`src/rtl/mem_bus_arbiter.sv`:
```
`default_nettype none
// ============================================================================
// Module   : mem_bus_arbiter
// Purpose  : Two-master arbiter for a single memory port. It picks a winner,
//            latches its request, and runs the access with programmable wait
//            states. It then returns read data and pulses the winner's ack.
// Options  : ARB_FIXED_PRIO_EN -- when defined, master 0 always wins a tie.
//            When undefined, ties are resolved round-robin.
// Revision : 1.0  initial release
// ============================================================================
module mem_bus_arbiter #(
    parameter int WAIT_CYCLES = 1,
    parameter int AW          = 13,
    parameter int DW          = 8
) (
    input  logic          clk,
    input  logic          rst_n,
    input  logic          m0_req,
    input  logic          m0_we,
    input  logic [AW-1:0] m0_addr,
    input  logic [DW-1:0] m0_wdata,
    output logic          m0_gnt,
    output logic          m0_ack,
    input  logic          m1_req,
    input  logic          m1_we,
    input  logic [AW-1:0] m1_addr,
    input  logic [DW-1:0] m1_wdata,
    output logic          m1_gnt,
    output logic          m1_ack,
    output logic [DW-1:0] rdata,
    output logic          mem_rd,
    output logic          mem_wr,
    output logic [AW-1:0] mem_addr,
    output logic [DW-1:0] mem_wdata,
    input  logic [DW-1:0] mem_rdata
);

    // Counter reload value; WAIT_CYCLES is limited to 0..15
    localparam logic [3:0] c_WAIT_LOAD = 4'(WAIT_CYCLES);

    typedef enum logic [1:0] {
        ST_IDLE   = 2'd0,
        ST_ACCESS = 2'd1,
        ST_DONE   = 2'd2
    } state_t;

    state_t        r_state;
    logic          r_we;
    logic          r_owner;
    logic [3:0]    r_cnt;

    logic          w_any_req;
    logic          w_winner;
    logic          w_we;
    logic [AW-1:0] w_addr;
    logic [DW-1:0] w_wdata;

    assign w_any_req = m0_req | m1_req;

`ifdef ARB_FIXED_PRIO_EN
    // Fixed priority: master 1 only wins when master 0 is not asking
    always_comb begin
        w_winner = !m0_req;
    end
`else
    logic r_rr_last;

    // Round-robin: on a tie the master that did not win last time goes next
    always_comb begin
        if (m0_req && m1_req) begin
            w_winner = !r_rr_last;
        end else begin
            w_winner = m1_req;
        end
    end

    // Remember the last winner; reset to 1 so master 0 takes the first tie
    always_ff @(posedge clk or negedge rst_n) begin
        if (!rst_n) begin
            r_rr_last <= 1'b1;
        end else if (r_state == ST_IDLE && w_any_req) begin
            r_rr_last <= w_winner;
        end
    end
`endif

    // Mux the winning master's request fields for latching
    always_comb begin
        w_we    = w_winner ? m1_we    : m0_we;
        w_addr  = w_winner ? m1_addr  : m0_addr;
        w_wdata = w_winner ? m1_wdata : m0_wdata;
    end

    // Transfer sequencer: IDLE arbitrates, ACCESS holds strobes, DONE acks
    always_ff @(posedge clk or negedge rst_n) begin
        if (!rst_n) begin
            r_state   <= ST_IDLE;
            r_we      <= 1'b0;
            r_owner   <= 1'b0;
            r_cnt     <= 4'd0;
            m0_gnt    <= 1'b0;
            m1_gnt    <= 1'b0;
            m0_ack    <= 1'b0;
            m1_ack    <= 1'b0;
            mem_rd    <= 1'b0;
            mem_wr    <= 1'b0;
            mem_addr  <= '0;
            mem_wdata <= '0;
            rdata     <= '0;
        end else begin
            case (r_state)
                ST_IDLE: begin
                    if (w_any_req) begin
                        r_we      <= w_we;
                        r_owner   <= w_winner;
                        r_cnt     <= c_WAIT_LOAD;
                        mem_addr  <= w_addr;
                        mem_wdata <= w_wdata;
                        m0_gnt    <= !w_winner;
                        m1_gnt    <= w_winner;
                        mem_rd    <= !w_we;
                        mem_wr    <= w_we;
                        r_state   <= ST_ACCESS;
                    end
                end
                ST_ACCESS: begin
                    if (r_cnt == 4'd0) begin
                        mem_rd  <= 1'b0;
                        mem_wr  <= 1'b0;
                        if (!r_we) begin
                            rdata <= mem_rdata;
                        end
                        m0_ack  <= !r_owner;
                        m1_ack  <= r_owner;
                        r_state <= ST_DONE;
                    end else begin
                        r_cnt <= r_cnt - 4'd1;
                    end
                end
                ST_DONE: begin
                    m0_ack  <= 1'b0;
                    m1_ack  <= 1'b0;
                    m0_gnt  <= 1'b0;
                    m1_gnt  <= 1'b0;
                    r_state <= ST_IDLE;
                end
                default: begin
                    r_state <= ST_IDLE;
                end
            endcase
        end
    end

endmodule
`default_nettype wire

```
`config.mk`:
```
export PLATFORM = sky130hd
export DESIGN_NAME = mem_bus_arbiter
export DESIGN_NICKNAME = d
export VERILOG_FILES = /design/src/rtl/mem_bus_arbiter.sv
export SDC_FILE = /design/constraint.sdc
export NUM_CORES = 1
export LEC_CHECK = 0
export CAP_MARGIN = 10
export CORE_ASPECT_RATIO = 1.1
export CORE_UTILIZATION = 42
export CTS_CLUSTER_DIAMETER = 150
export DETAILED_ROUTE_END_ITERATION = 6
export GPL_ROUTABILITY_DRIVEN = 0
export GPL_TIMING_DRIVEN = 0
export PLACE_DENSITY = 0.8
export SYNTH_ARGS = -nofsm -noshare
export SYNTH_HDL_FRONTEND = slang
export SYNTH_SLANG_ARGS = --single-unit
```
`constraint.sdc`:
```
create_clock -name clk -period 2.8 [get_ports clk]
set_input_delay 0.56 -clock clk [delete_from_list [all_inputs] [get_ports clk]]
set_output_delay 0.56 -clock clk [all_outputs]
set_load 0.005 [all_outputs]
```
======== Yosys cells after proc, flatten, opt, wreduce, memory -nomap -nowiden ========
Cells that the tools add are included.
storage, ports and cells
  output and inout bits ................... 35
  word-level logic and storage cells ...... 63
  flip-flop bits (word level) ............. 44
  bits of input ports ..................... 56
cells by class
  add/subtract/negate cells ............... 1
  muxes and demuxes ....................... 23
  equality and inequality tests ........... 5
  bitwise gates (word level) .............. 2
  reductions and logical operators ........ 18
operators by type and width
  kind                                               count
  2-to-1 mux 13 bit                                  1
  one-hot mux 1 bit (2 select lines)                 6
  2-to-1 mux 1 bit                                   9
  AND reduction 3 bit                                3
  2-to-1 mux 4 bit                                   2
  2-to-1 mux 8 bit                                   1
  one-hot mux 4 bit (2 select lines)                 1
  AND reduction 2 bit                                4
  != test 2 bit (second input constant)              3
  nonzero test 2 bit                                 3
  zero test 1 bit                                    4
  zero test 4 bit                                    1
  2-to-1 mux 2 bit                                   2
  one-hot mux 2 bit (2 select lines)                 1
  subtractor 4 x 1 -> 4 bit (second input constant)  1
  == test 2 x 1 -> 1 bit (second input constant)     1
  == test 2 bit (second input constant)              1
  logical AND 1 bit                                  2
  zero test 2 bit                                    1
  NOT 1 bit                                          1
  OR 1 bit                                           1

======== Longest topological paths before layout ========
  depth after elaboration ................. 6
  gate-level depth with buffers ........... 7
  depth with buffers taken out ............ 5

======== Worst setup path before layout ========
No wires, ideal clock.
  path kind ............................... register to register
  from .................................... reg r_cnt[0]
  to ...................................... reg rdata[0]
  library setup time ...................... 125 ps
  required time ........................... 2675 ps
  period minus slack after synthesis ...... 2050 ps
  arrival time ............................ 1925 ps
  stages on the path, launching flop included .. 8
  slack ................................... 750 ps
  path buffers ............................ 2
  cell sequence ........................... dfrtp_1 inv_1 ha_1 or3b_1 buf_6 or3_4 buf_6 mux2_4
on the way
  longest elaborated chain between the ends .. 2
ends and longest elaborated chain
  item                           line  source
  start, declared                50    logic [3:0] r_cnt;
  start signal, assigned         116   r_cnt <= c_WAIT_LOAD;
  start signal, assigned         137   r_cnt <= r_cnt - 4'd1;
  zero test 4 bit                127   if (r_cnt == 4'd0) begin
  AND reduction 3 bit (no line)  n/a
  end signal, assigned           131   rdata <= mem_rdata;
  end, declared                  30    output logic [DW-1:0] rdata,
Every way passes these cells.
A chain may end at the register's enable or synchronous reset.

======== Worst setup path in the final report ========
  from .................................... in m1_req
  to ...................................... reg mem_addr[5]
on the way
  longest elaborated chain between the ends .. 3
  elaborated cells on any way between the ends .. 5
  those cells by class .................... 2 x mux; 1 x bitwise; 2 x reduce/logical
ends and longest elaborated chain
  item                  line  source
  start, declared       24    input logic m1_req,
  logical AND 1 bit     70    if (m0_req && m1_req) begin
  2-to-1 mux 1 bit      70
  2-to-1 mux 13 bit     90    w_addr = w_winner ? m1_addr : m0_addr;
  end signal, assigned  117   mem_addr <= w_addr;
  end, declared         33    output logic [AW-1:0] mem_addr,
Parallel ways exist; a longest one is shown, timed or not.

==> results.md <==
- Design area: 3210 um2
- H-tree levels: 2
- CP top delay family: buffers and inverters
- Most frequent cells in the layout: 89 x clkdlybuf4s50_1, 44 x mux2_2, 43 x dfrtp_1
- Number of remaining DRC errors: 0
- Root buffer cell: clkbuf_8
- Status: completed
- Top cell type's share of synthesized area: 0.509
- GRT busiest layer: met2
- CTS Buf Count: 5
- DR WL/cell: 14.7 um
- Fmax: 0.404 GHz
- Clock tree from TritonCTS: done
- Netlist Area Pre-Place: 2110 um2
- Clk pin slew, worst setup/hold paths: 80 ps
- Vert. Die Dim: 76.4 um
- Global Route met3 Usage: 0.0608
- Crit-path slowest cell: a21boi_1
- Synthesized flop and latch total: 44
- Die area: 5320 um2
- Final Max Slew Viols: 0
- Placed wire-length estimate: 3470 um
- First-pass GRT wire length: 7760 um
- Worst min path class: in2async
- Crit path time final: 2480 ps
- Via density: 5.04
- Logic pwr share: 0.490
- Post-CTS Setup Bufs: 0
- Max stage delay on crit path: 550 ps
- Post-synth top area cell: dfrtp_1
- Top post-synthesis cells by area: dfrtp_1 51%, mux2_2 23%, mux2_4 5.7%
- Most used cell along the critical path: mux2_2
- Worst skew pair latency: 290 ps
- Critical Path Source Type: primary input
- Final Hold Fails: 0
- Initial antenna violation count: 0
- Clock tree buffer depth: 2
- FP Rows: 26
- Vias in the first global route: 1623
- Post-route ant nets: 0
- WP data required: 2980 ps
- Initial Util: 0.445
- Nets@finish: 311
- Internal power: 0.00224 W
- Bufs and invs on worst path: 2
- RSZ-0062 raised after global routing: false
- # setup viols final: 0
- Critical Path Sink Type: register
- Most common cell after layout, fill and taps aside: clkdlybuf4s50_1
- Filler cells: 380
- Synth warnings: 0
- Sw frac: 0.291
- CTS resizes: 0
- Place WS: -20.2 ps
- Max Cap Viol: 0
- Register area share after synthesis: 0.521
- Routed WL: 4560 um
- Psw: 0.000918 W
- WP data arrival: 2660 ps
- Worst-Margin Slew: 606 ps
- Synthesis-to-layout area growth: 51.7%
- Global-route track usage on met1: 0.232
- Post-DP Area: 3100 um2
- Total grt overflow: 0
- Flop pwr share: 0.362
- Worst path cell trace: clkdlybuf4s50_1, a21boi_1, buf_2, mux2_2, mux2_2
- Pwr Density: 985 nW/um2
- Largest net degree at the start of global routing: 38
- Post-synth cell types: 30
- Clk pwr share: 0.148
- Syn_area_per_cell: 13.6 um2
- Total power: 0.00316 W
- # clock sinks: 44
- Buffers on Ports: 90
- Pleak: 1.37 nW
- Core ar.: 4750 um2
- Clock skew: 4.62 ps
- Num ports: 91
- DR pass1 iterations: 4
- TNS Setup: 0 ps
- Post-synth net total: 213
- Slew HR: 0.595
- Chip width: 69.7 um
- Post-CTS Hold Buffers: 0
- Cells after synthesis: 156
- Via count: 1567
- Fraction of layout cells with a size suffix above 1: 0.278
- Max IR drop VDD: 547 uV
- Tot GR Track Use: 0.184
- Critical Path Fanout Max: 10
- Core Util, Final: 0.675
- Met2 GRT Util: 0.304
- Antenna diodes: 0
- Starting DRC count in detailed routing: 58
- Crit Path Class: in2reg
- Setup ws final: 324 ps
- Final critical-path share of the clock period: 0.884
final timing paths:
path / startpoint / endpoint / slack, ps / cells after the start
max: m1_req / mem_addr[5] / 320 / 5
min: rst_n / rdata[2] / 110 / 1
max reg2reg: r_cnt[0] / rdata[1] / 630 / 7
min in group clk: mem_addr[1] / mem_addr[1] / 510 / 1
max in group asynchronous: rst_n / r_rr_last / 2180 / 2
min reg2reg: mem_addr[1] / mem_addr[1] / 510 / 1
power groups by stage:
| stage | sequential, W | combinational [W] | clock, W |
|---|---|---|---|
| after floorplan | 0.00116 | 0.000797 | 0 |
| after global placement | 0.00114 | 0.00154 | 0 |
| after detailed placement | 0.00116 | 0.00157 | 0 |
| after CTS | 0.00115 | 0.00158 | 0.000484 |
| after global routing | 0.00119 | 0.00168 | 0.000516 |
| final | 0.00114 | 0.00155 | 0.000466 |
per-stage QoR:
step	instances	hold WS, ps
after global routing	311	103
after global placement	302	488
after detailed placement	303	425
after CTS	311	104
after floorplan	156	264
final	311	107
synthesized netlist by cell type:
master	instances
a21boi_1	1
a21o_1	1
a21oi_1	2
a22oi_1	2
a2bb2oi_1	2
a32oi_1	1
and4bb_2	1
buf_2	4
buf_6	2
clkbuf_1	2
dfrtp_1	43
dfstp_2	1
ha_1	1
inv_1	7
mux2_2	44
mux2_4	8
mux2i_1	6
nand2_1	4
nand2b_1	2
nor2_1	3
nor2_2	1
nor2b_1	1
nor3_1	2
nor3b_1	1
o21ai_0	5
o21bai_1	1
o22ai_1	2
o2bb2ai_1	4
or3_4	1
or3b_1	1
metal layers:
metal,part of all wire,wire (um)
met1,0.42,1920
met2,0.50,2260
met3,0.074,338
met4,0.0081,37
met5,0,0
state kept, by name, summed over array words and instances (netlist names):
name       cells
m1_ack         1
m0_ack         1
mem_addr      13
r_owner        1
mem_rd         1
r_cnt          4
mem_wdata      8
m1_gnt         1
m0_gnt         1
mem_wr         1
r_we           1
r_state        2
rdata          8
r_rr_last      1
cell families after synthesis:
logic type	Yosys count	synth area share
AOI/OAI and AO/OA	21	0.0692
adders and majority gates	1	0.00592
buffers and inverters	15	0.0361
DFF	44	0.521
muxes	58	0.320
and+or+nand+nor	17	0.0479
worst register-to-register path, stage by stage (launching register included):
cell and delay [ps]:
dfrtp_1 410, inv_1 90, ha_1 220, or3b_1 380
buf_6 150, or3_4 360, buf_6 160, mux2_4 300
cell type report:
type / count / area [um2] / share of cell area
sequential: 44 / 1100 / 0.344
multi-input combinational: 97 / 936 / 0.292
timing repair buffer: 91 / 916 / 0.285
clock buffer: 6 / 72.6 / 0.0226
tap: 56 / 70.1 / 0.0218
buffer: 8 / 50.0 / 0.0156
clock inverter: 2 / 35.0 / 0.0109
inverter: 7 / 26.3 / 0.00819
Note: power is estimated with default switching activity, not from simulation.
